$ cat config.mk
export PLATFORM = sky130hd
export DESIGN_NAME = srlc_shift_reg
export DESIGN_NICKNAME = d
export VERILOG_FILES = /design/src/rtl/srlc_pkg.sv /design/src/rtl/srlc_lane.sv /design/src/rtl/srlc_shift_reg.sv
export SDC_FILE = /design/constraint.sdc
export NUM_CORES = 1
export LEC_CHECK = 0
export BUFFER_PORTS_ARGS = -buffer_cell sky130_fd_sc_hd__buf_2
export CORE_ASPECT_RATIO = 1.25
export CORE_MARGIN = 2
export CORE_UTILIZATION = 40
export DETAILED_ROUTE_END_ITERATION = 16
export PLACE_DENSITY = 0.53
export SYNTH_ARGS = -nofsm -noshare
export SYNTH_HDL_FRONTEND = slang
export SYNTH_HIERARCHICAL = 1
export SYNTH_SLANG_ARGS = --single-unit
$ cat constraint.sdc
create_clock -name i_clk -period 2.2 [get_ports i_clk]
set_clock_uncertainty 0.1 [all_clocks]
set_input_delay 0.11 -clock i_clk [delete_from_list [all_inputs] [get_ports i_clk]]
set_output_delay 0.11 -clock i_clk [all_outputs]
set_load 0.02 [all_outputs]
$ cat src/rtl/srlc_pkg.sv
// Shared constants and elaboration helpers for the addressable shift register.
// The optional cascade output is enabled by defining SRLC_CASCADE_EN.
package srlc_pkg;

  localparam int unsigned SRLC_DEPTH_16 = 16;
  localparam int unsigned SRLC_DEPTH_32 = 32;

  // Only the two primitive sizes are modelled.
  function automatic bit srlc_depth_legal(input int unsigned depth);
    return (depth == SRLC_DEPTH_16) || (depth == SRLC_DEPTH_32);
  endfunction

  // Tap address width for a legal depth (4 for 16 stages, 5 for 32).
  function automatic int unsigned srlc_addr_width(input int unsigned depth);
    return (depth == SRLC_DEPTH_32) ? 32'd5 : 32'd4;
  endfunction

endpackage

$ cat src/rtl/srlc_lane.sv
// One single-bit lane: DEPTH-stage shift register with clock enable,
// address-selected combinational tap and (with SRLC_CASCADE_EN) last-stage tap.
module srlc_lane
  import srlc_pkg::*;
#(
  parameter int unsigned      DEPTH = SRLC_DEPTH_16,
  parameter logic [DEPTH-1:0] INIT  = '0,
  localparam int unsigned     AW    = srlc_addr_width(DEPTH)
) (
  input  logic          i_clk,
  input  logic          i_rst,
  input  logic          i_ce,
  input  logic [AW-1:0] i_addr,
  input  logic          i_data,
  output logic          o_data
`ifdef SRLC_CASCADE_EN
  ,
  output logic          o_last
`endif
);

  // Bit k holds stage k; stage 0 is the newest sample.
  logic [DEPTH-1:0] stages;

  // Shift on enabled edges; reset reloads INIT immediately and holds it.
  always_ff @(posedge i_clk or posedge i_rst) begin
    if (i_rst) begin
      stages <= INIT;
    end else if (i_ce) begin
      stages <= {stages[DEPTH-2:0], i_data};
    end
  end

  // Tap mux follows the address with no clock involvement.
  always_comb begin
    o_data = stages[i_addr];
  end

`ifdef SRLC_CASCADE_EN
  // Final stage feeds the next instance in a chain.
  always_comb begin
    o_last = stages[DEPTH-1];
  end
`endif

endmodule

$ cat src/rtl/srlc_shift_reg.sv
// Vendor-neutral SRLC16E/SRLC32E-style addressable shift register,
// DATA_WIDTH independent lanes sharing clock, enable, reset and tap address.
// Define SRLC_CASCADE_EN to expose the o_last cascade output.
module srlc_shift_reg
  import srlc_pkg::*;
#(
  parameter int unsigned      DEPTH      = SRLC_DEPTH_16,
  parameter int unsigned      DATA_WIDTH = 8,
  parameter logic [DEPTH-1:0] INIT       = '0,
  localparam int unsigned     AW         = srlc_addr_width(DEPTH)
) (
  input  logic                  i_clk,
  input  logic                  i_rst,
  input  logic                  i_ce,
  input  logic [AW-1:0]         i_addr,
  input  logic [DATA_WIDTH-1:0] i_data,
  output logic [DATA_WIDTH-1:0] o_data
`ifdef SRLC_CASCADE_EN
  ,
  output logic [DATA_WIDTH-1:0] o_last
`endif
);

  // Refuse to elaborate depths the primitive does not support.
  if (!srlc_depth_legal(DEPTH)) begin : g_depth_illegal
    $fatal(1, "srlc_shift_reg: DEPTH must be 16 or 32");
  end

  // One independent lane per data bit.
  for (genvar g = 0; g < DATA_WIDTH; g++) begin : g_lane
    srlc_lane #(
      .DEPTH (DEPTH),
      .INIT  (INIT)
    ) u_lane (
      .i_clk  (i_clk),
      .i_rst  (i_rst),
      .i_ce   (i_ce),
      .i_addr (i_addr),
      .i_data (i_data[g]),
      .o_data (o_data[g])
`ifdef SRLC_CASCADE_EN
      ,
      .o_last (o_last[g])
`endif
    );
  end

endmodule

==> results of run 1 <==
area by class of cell:
type | instances | share of cell area [%]
sequential | 128 | 47.0
multi-input combinational | 184 | 37.0
clock buffer | 26 | 7.76
timing repair buffer | 34 | 3.85
tap | 178 | 3.27
clock inverter | 5 | 0.734
inverter | 8 | 0.440
metrics by stage:
step | total power (W) | hold slack (ps)
floorplan | 0.00516 | -76.3
global placement | 0.00559 | 229
detailed placement | 0.00570 | 232
CTS | 0.00846 | 325
global route | 0.00885 | 358
finish | 0.00832 | 317
critical path: stages, from the launching register on:
cell	delay [ps]
dfrtp_1	380
mux4_1	540
mux2i_1	200
mux2i_1	100
buf_2	170
layout by cell type, fill, tap and decap left out:
master	netlist	layout
inv_1	8	8
clkbuf_1	0	2
clkbuf_16	0	17
buf_4	0	1
clkinv_2	0	4
bufinv_16	0	1
dlygate4sd3_1	0	9
clkbuf_8	0	7
buf_2	16	21
dfrtp_1	128	128
mux2i_1	24	24
mux2_2	128	128
buf_12	0	3
mux4_1	32	32
metal layers:
layer	global-route usage [%]	up-vias
met2	21.1	36
li1	-	1387
met3	5.16	13
met1	18.0	1601
met5	0	-
met4	5.97	0
power by group through the flow:
| stage | combinational [W] | sequential, W | clock, W |
|---|---|---|---|
| final | 0.00179 | 0.00383 | 0.00270 |
| after global routing | 0.00196 | 0.00399 | 0.00290 |
| after CTS | 0.00183 | 0.00385 | 0.00278 |
| after detailed placement | 0.00181 | 0.00388 | 0 |
| after global placement | 0.00175 | 0.00384 | 0 |
| after floorplan | 0.00151 | 0.00365 | 0 |
path summary, 6_finish.rpt:
| kind | from | to | slack (ps) | depth (start not counted) |
|---|---|---|---|---|
| worst max-delay path | g_lane[3].u_lane/stages[13] | o_data[3] | 180 | 4 |
| worst min-delay path | i_rst | g_lane[2].u_lane/stages[1] | 320 | 3 |
| worst max register to register | g_lane[0].u_lane/stages[2] | g_lane[0].u_lane/stages[2] | 1310 | 1 |
| worst min register to register | g_lane[6].u_lane/stages[15] | g_lane[6].u_lane/stages[15] | 400 | 1 |
| max in group asynchronous | i_rst | g_lane[0].u_lane/stages[5] | 1270 | 3 |
| min in group i_clk | i_ce | g_lane[2].u_lane/stages[9] | 320 | 3 |
cell families (layout without fill, tap and decap cells):
| group | Yosys count | in the layout | synth area share (%) |
|---|---|---|---|
| muxes | 184 | 184 | 43.2 |
| DFF | 128 | 128 | 54.9 |
| buffers and inverters | 24 | 73 | 1.89 |
==> metrics.md, run 1 <==
| Metric | Value |
|---|---|
| Fmax | `495 MHz` |
| Predominant post-synthesis flop cell | `dfrtp_1` |
| Net switching power | `0.00212 W` |
| Mapped cell area | `5840 µm²` |
| Ports | `23` |
| Postcts setup bufs | `0` |
| Port Buf Inserts | `22` |
| Flip-flop and latch area | `3200 µm²` |
| RSZ-0062 raised after global routing | `no` |
| DRC Markers | `0` |
| Post-synth top area share | `54.9%` |
| Die Span Y | `139 µm` |
| Share of cells above drive strength 1 | `47.3%` |
| Top layer in use | `met4` |
| Hold buffers post-CTS | `9` |
| Post-synth EDFFs | `0` |
| Layout Utilization | `47.5%` |
| Die width | `112 µm` |
| Biggest regs | `g_lane.u_lane/stages x128` |
| Footprint of the multi-input gates | `2520 µm²` |
| Met3 Routed Length | `367 µm` |
| Tmin final | `2020 ps` |
| Fin cells | `563` |
| Initial antenna violation count | `0` |
| N_diodes | `0` |
| Reg power frac | `46.1%` |
| Internal power | `0.00620 W` |
| Total wire length | `9.78 mm` |
| Worst-Skew Late Latency | `410 ps` |
| Leak | `3.04 nW` |
| CTS Buffer Depth | `2` |
| Max_slew headroom | `55.2%` |
| Placed cells | `523` |
| Met2 routed WL | `4.63 mm` |
| Routed len/inst | `17.4 µm` |
| Synth Register Bits | `128` |
| Max VDD drop | `0.000464 V` |
| Vias per cell | `5.39` |
| Fin crit share | `91.8%` |
| Met1 WL | `4.59 mm` |
| Area growth syn-to-layout | `16.9%` |
| Crit Path Max Fanout | `3` |
| Worst Path Arrival | `1810 ps` |
| Clock power share | `32.4%` |
| PostCTS Resize Cnt | `0` |
| Sw frac | `25.5%` |
| Power Density | `1220 nW/µm²` |
| Nets | `388` |
| Clock tree sinks | `128` |
| Pre-antenna DRT Iters | `4` |
| Status | `finished clean` |
| Min-Delay Path Class | `input pin to async pin` |
| Asr flop ratio synth | `100%` |
| Final non-filler cell area | `6820 µm²` |
| Max reg flops | `128` |
| Final Hold Fails | `0` |
| Max-cap violations | `0` |
| Max Transition Viols Final | `0` |
| Total GRT Usage | `13.9%` |
| Root buffer cell | `clkbuf_16` |
| 1st-iter DRT viols | `145` |
| Fill cells | `1282` |
| Final worst slack | `180 ps` |
| Remaining Overflow, GRT | `0` |
| Logic gate share of total power | `21.5%` |
| Dpl cell area | `6150 µm²` |
| Worst Max-Slew Pin Slew | `672 ps` |
| Worst Setup End Kind | `output pin` |
| H-Tree Level Count | `4` |
| Area contributors post-synth | `dfrtp_1 55%, mux2_2 25%, mux4_1 14%` |
| Clock-pin slew on the worst setup and hold paths | `50 ps` |
| Count of different cell masters after synthesis | `6` |
| Setup tns final | `0 ps` |
| DRT antenna net count | `0` |
| Core ar. | `14300 µm²` |
| HPWL Detailed | `5.68 mm` |
| Critical path type | `flip-flop to output pin` |
| Starting density of the core | `40.7%` |
| Final setup vio count | `0` |
| Yosys Warn Count | `6` |
| Avg Cell Area, Syn | `17.4 µm²` |
| Largest net degree at the start of global routing | `129` |
| Cts bufs inserted | `17` |
| Largest reg by FF count | `g_lane.u_lane/stages` |
| Commonest cells in the netlist | `128 x dfrtp_1, 128 x mux2_2, 32 x mux4_1` |
| Sequential element share of the synthesized area | `54.9%` |
| Site row count | `49` |
| Required time worst endpoint | `1990 ps` |
| Synth Net Count | `351` |
| Die area | `15600 µm²` |
| Critical path startpoint category | `flip-flop` |
| Place WS | `409 ps` |
| Mapped Cells | `336` |
| Gpl congestion | `0.657` |
| Vias in the first global route | `3230` |
| Synth area leader | `dfrtp_1` |
| Vias | `3037` |
| CTS tree | `built` |
| First-pass GRT wire length | `16.7 mm` |
Note: power is estimated with default switching activity, not from simulation.
==> inputs of run 2 (changes only) <==
Settings changed: PLACE_DENSITY 0.53 to 0.55, RECOVER_POWER from default to 25.
Clock period 2.2 ns to 1.8 ns, I/O delays scaled along.
==> run 2 against run 1 <==
Effect of this change:
- the flow now finishes with violations (setup timing)
- combinational power rose by 50%
- wire length rose by 5.5%
- clock power rose by 41%
- via count rose by 1.6%
- sequential power rose by 23%
- worst hold slack got worse by 4.3 ps
- count of clock-buffer cells in the layout fell by 4
- first-iteration DRC count fell by 14%
- non-clock buffer count rose by 33
- largest cell class unchanged
- largest power group unchanged
- highest routed layer unchanged
==> metrics.md, run 2 (synthesis gave the netlist of run 1 again) <==
| Metric | Value |
|---|---|
| Area growth syn-to-layout | `20.9%` |
| Pre-antenna DRT Iters | `4 (unchanged)` |
| Max VDD drop | `0.000708 V (+52%)` |
| Min-Delay Path Class | `input pin to async pin` |
| Tmin final | `1900 ps` |
| Initial antenna violation count | `0 (unchanged)` |
| RSZ-0062 raised after global routing | `yes` |
| Max reg flops | `128 (unchanged)` |
| Worst path bufs/invs | `1 (unchanged)` |
| Max Transition Viols Final | `0 (unchanged)` |
| CTS Buffer Depth | `2 (unchanged)` |
| Biggest regs | `g_lane.u_lane/stages x128` |
| Net switching power | `0.00279 W (+32%)` |
| Vias per cell | `5.17 (-4.2%)` |
| Remaining Overflow, GRT | `0 (unchanged)` |
| Worst Max-Slew Pin Slew | `873 ps (+200 ps)` |
| Crit Path Max Fanout | `3 (unchanged)` |
| DRT antenna net count | `0 (unchanged)` |
| Final Hold Fails | `0 (unchanged)` |
| Worst path cell trace | `mux4_2 > mux2i_1 > mux2i_1 > buf_4` |
| Site row count | `49 (unchanged)` |
| Clock power share | `34.1% (+1.7 points)` |
| Worst Path Arrival | `1710 ps (-100 ps)` |
| Starting density of the core | `40.7% (unchanged)` |
| HPWL Detailed | `6.11 mm (+7.6%)` |
| Logic gate share of total power | `23.9% (+2.4 points)` |
| Largest net degree at the start of global routing | `37 (-71%)` |
| Clock-pin slew on the worst setup and hold paths | `50 ps (about the same)` |
| First-pass GRT wire length | `17.3 mm (+3.5%)` |
| Vias | `3085 (+1.6%)` |
| R2r startpoint | `g_lane[3].u_lane/stages[8]` |
| CP delay by family, top | `multiplexers` |
| Place WS | `147 ps (-262 ps)` |
| WP depth | `4 (unchanged)` |
| Critical path's largest stage delay | `490 ps (-50 ps)` |
| Fin crit share | `106%` |
| Reg power frac | `42.0% (-4.1 points)` |
| Cts bufs inserted | `17 (unchanged)` |
| Max-cap violations | `0 (unchanged)` |
| Crit path launch | `g_lane[0].u_lane/stages[7]` |
| Nets | `421 (+8.5%)` |
| Critical path's slowest cell | `mux4_2` |
| Most frequent cells in the layout | `128 x mux2_2, 128 x dfrtp_1, 38 x buf_4, 28 x mux4_2, 24 x mux2i_1` |
| Final setup vio count | `8 (+8)` |
| Required time worst endpoint | `1610 ps (-380 ps)` |
| Reg2reg path depth | `2 (+1)` |
| Core ar. | `14300 µm² (unchanged)` |
| Power Density | `1590 nW/µm² (+30%)` |
| Violated checks | `setup timing` |
| Vias in the first global route | `3334 (+3.2%)` |
| Top cell by count, worst path | `mux2i_1` |
| Die width | `112 µm (unchanged)` |
| Fmax | `526 MHz` |
| CTS tree | `built` |
| Routed len/inst | `17.3 µm (-0.50%)` |
| Root buffer cell | `clkbuf_16` |
| Ports | `23 (unchanged)` |
| Critical path startpoint category | `flip-flop` |
| Worst-Skew Late Latency | `410 ps (about the same)` |
| DRC Markers | `0 (unchanged)` |
| Total wire length | `10.3 mm (+5.5%)` |
| Die area | `15600 µm² (unchanged)` |
| Largest reg by FF count | `g_lane.u_lane/stages` |
| Die Span Y | `139 µm (unchanged)` |
| Sw frac | `25.0% (-0.54 points)` |
| Leak | `3.11 nW (+2.2%)` |
| Fill cells | `1302 (+1.6%)` |
| Critical path type | `flip-flop to output pin` |
| Layout Utilization | `49.2% (+1.7 points)` |
| 1st-iter DRT viols | `125 (-14%)` |
| Clock tree sinks | `128 (unchanged)` |
| H-Tree Level Count | `4 (unchanged)` |
| Port Buf Inserts | `22 (unchanged)` |
| Max_slew headroom | `41.8% (-13 points)` |
| Total GRT Usage | `14.3% (+0.36 points)` |
| Worst Setup End Kind | `output pin` |
| Status | `finished with violations` |
| Setup tns final | `-622 ps (-622 ps)` |
| Gpl congestion | `0.699 (+6.4%)` |
| Internal power | `0.00839 W (+35%)` |
| Final worst slack | `-99.8 ps (-280 ps)` |
| N_diodes | `0 (unchanged)` |
| Share of cells above drive strength 1 | `58.5% (+11 points)` |
run 2: worst paths after layout:
| kind | endpoint | slack [ps] |
|---|---|---|
| max in group asynchronous | g_lane[2].u_lane/stages[11] | 870 |
| setup reg to reg | g_lane[3].u_lane/stages[9] | 790 |
| min in group i_clk | g_lane[2].u_lane/stages[0] | 340 |
| hold / removal | g_lane[1].u_lane/stages[7] | 310 |
| hold reg to reg | g_lane[6].u_lane/stages[15] | 410 |
| setup / recovery | o_data[0] | -100 |
run 2: through the flow:
| step | cells | hold WS (ps) | cell area, µm² | total power (W) |
|---|---|---|---|---|
| after floorplan | 336 | -96.3 | 5840 | 0.00631 |
| after global placement | 528 | 208 | 6230 | 0.00686 |
| after detailed placement | 528 | 217 | 6230 | 0.00698 |
| after CTS | 592 | 98.9 | 7070 | 0.0113 |
| after global routing | 597 | 331 | 7060 | 0.0118 |
| final | 597 | 313 | 7060 | 0.0112 |
run 2: power by group through the flow:
stage / registers, W / clock network [W] / logic, W
final: 0.00470 / 0.00381 / 0.00268
after global routing: 0.00485 / 0.00404 / 0.00294
after CTS: 0.00470 / 0.00390 / 0.00267
after detailed placement: 0.00474 / 0 / 0.00224
after global placement: 0.00470 / 0 / 0.00216
after floorplan: 0.00447 / 0 / 0.00184
run 2: final cells by class:
class                   instances  area (µm²)  share of cell area, %
clock inverters                10         180                   2.55
well taps                     178         223                   3.16
inverters                       8        30.0                  0.425
multi-input cells             184        2420                   34.2
flip-flops and latches        128        3200                   45.4
clock buffers                  22         484                   6.86
repair buffers                 67         520                   7.37
run 2: layer usage:
layer | part of all wire [%] | track usage, % | up-vias | wire length [µm]
li1 | - | - | 1410 | -
met1 | 47 | 19.0 | 1630 | 4820
met2 | 49 | 21.8 | 34 | 5020
met3 | 2.9 | 4.06 | 11 | 297
met4 | 1.7 | 6.55 | 0 | 178
met5 | 0 | 0 | - | 0
run 2: tightest hold or removal path, stage by stage:
cell           delay, ps
dlygate4sd3_1        530
buf_2                200
inv_1                480
run 2: what timing repair did:
action | 4_1_cts | 5_1_grt
hold endpoints to repair | 136 | 0
pin swaps | 0 | 0
setup endpoints to repair | 8 | 8
setup buffers | 23 | 5
hold buffers | 9 | 0
gates resized for setup | 35 | 1
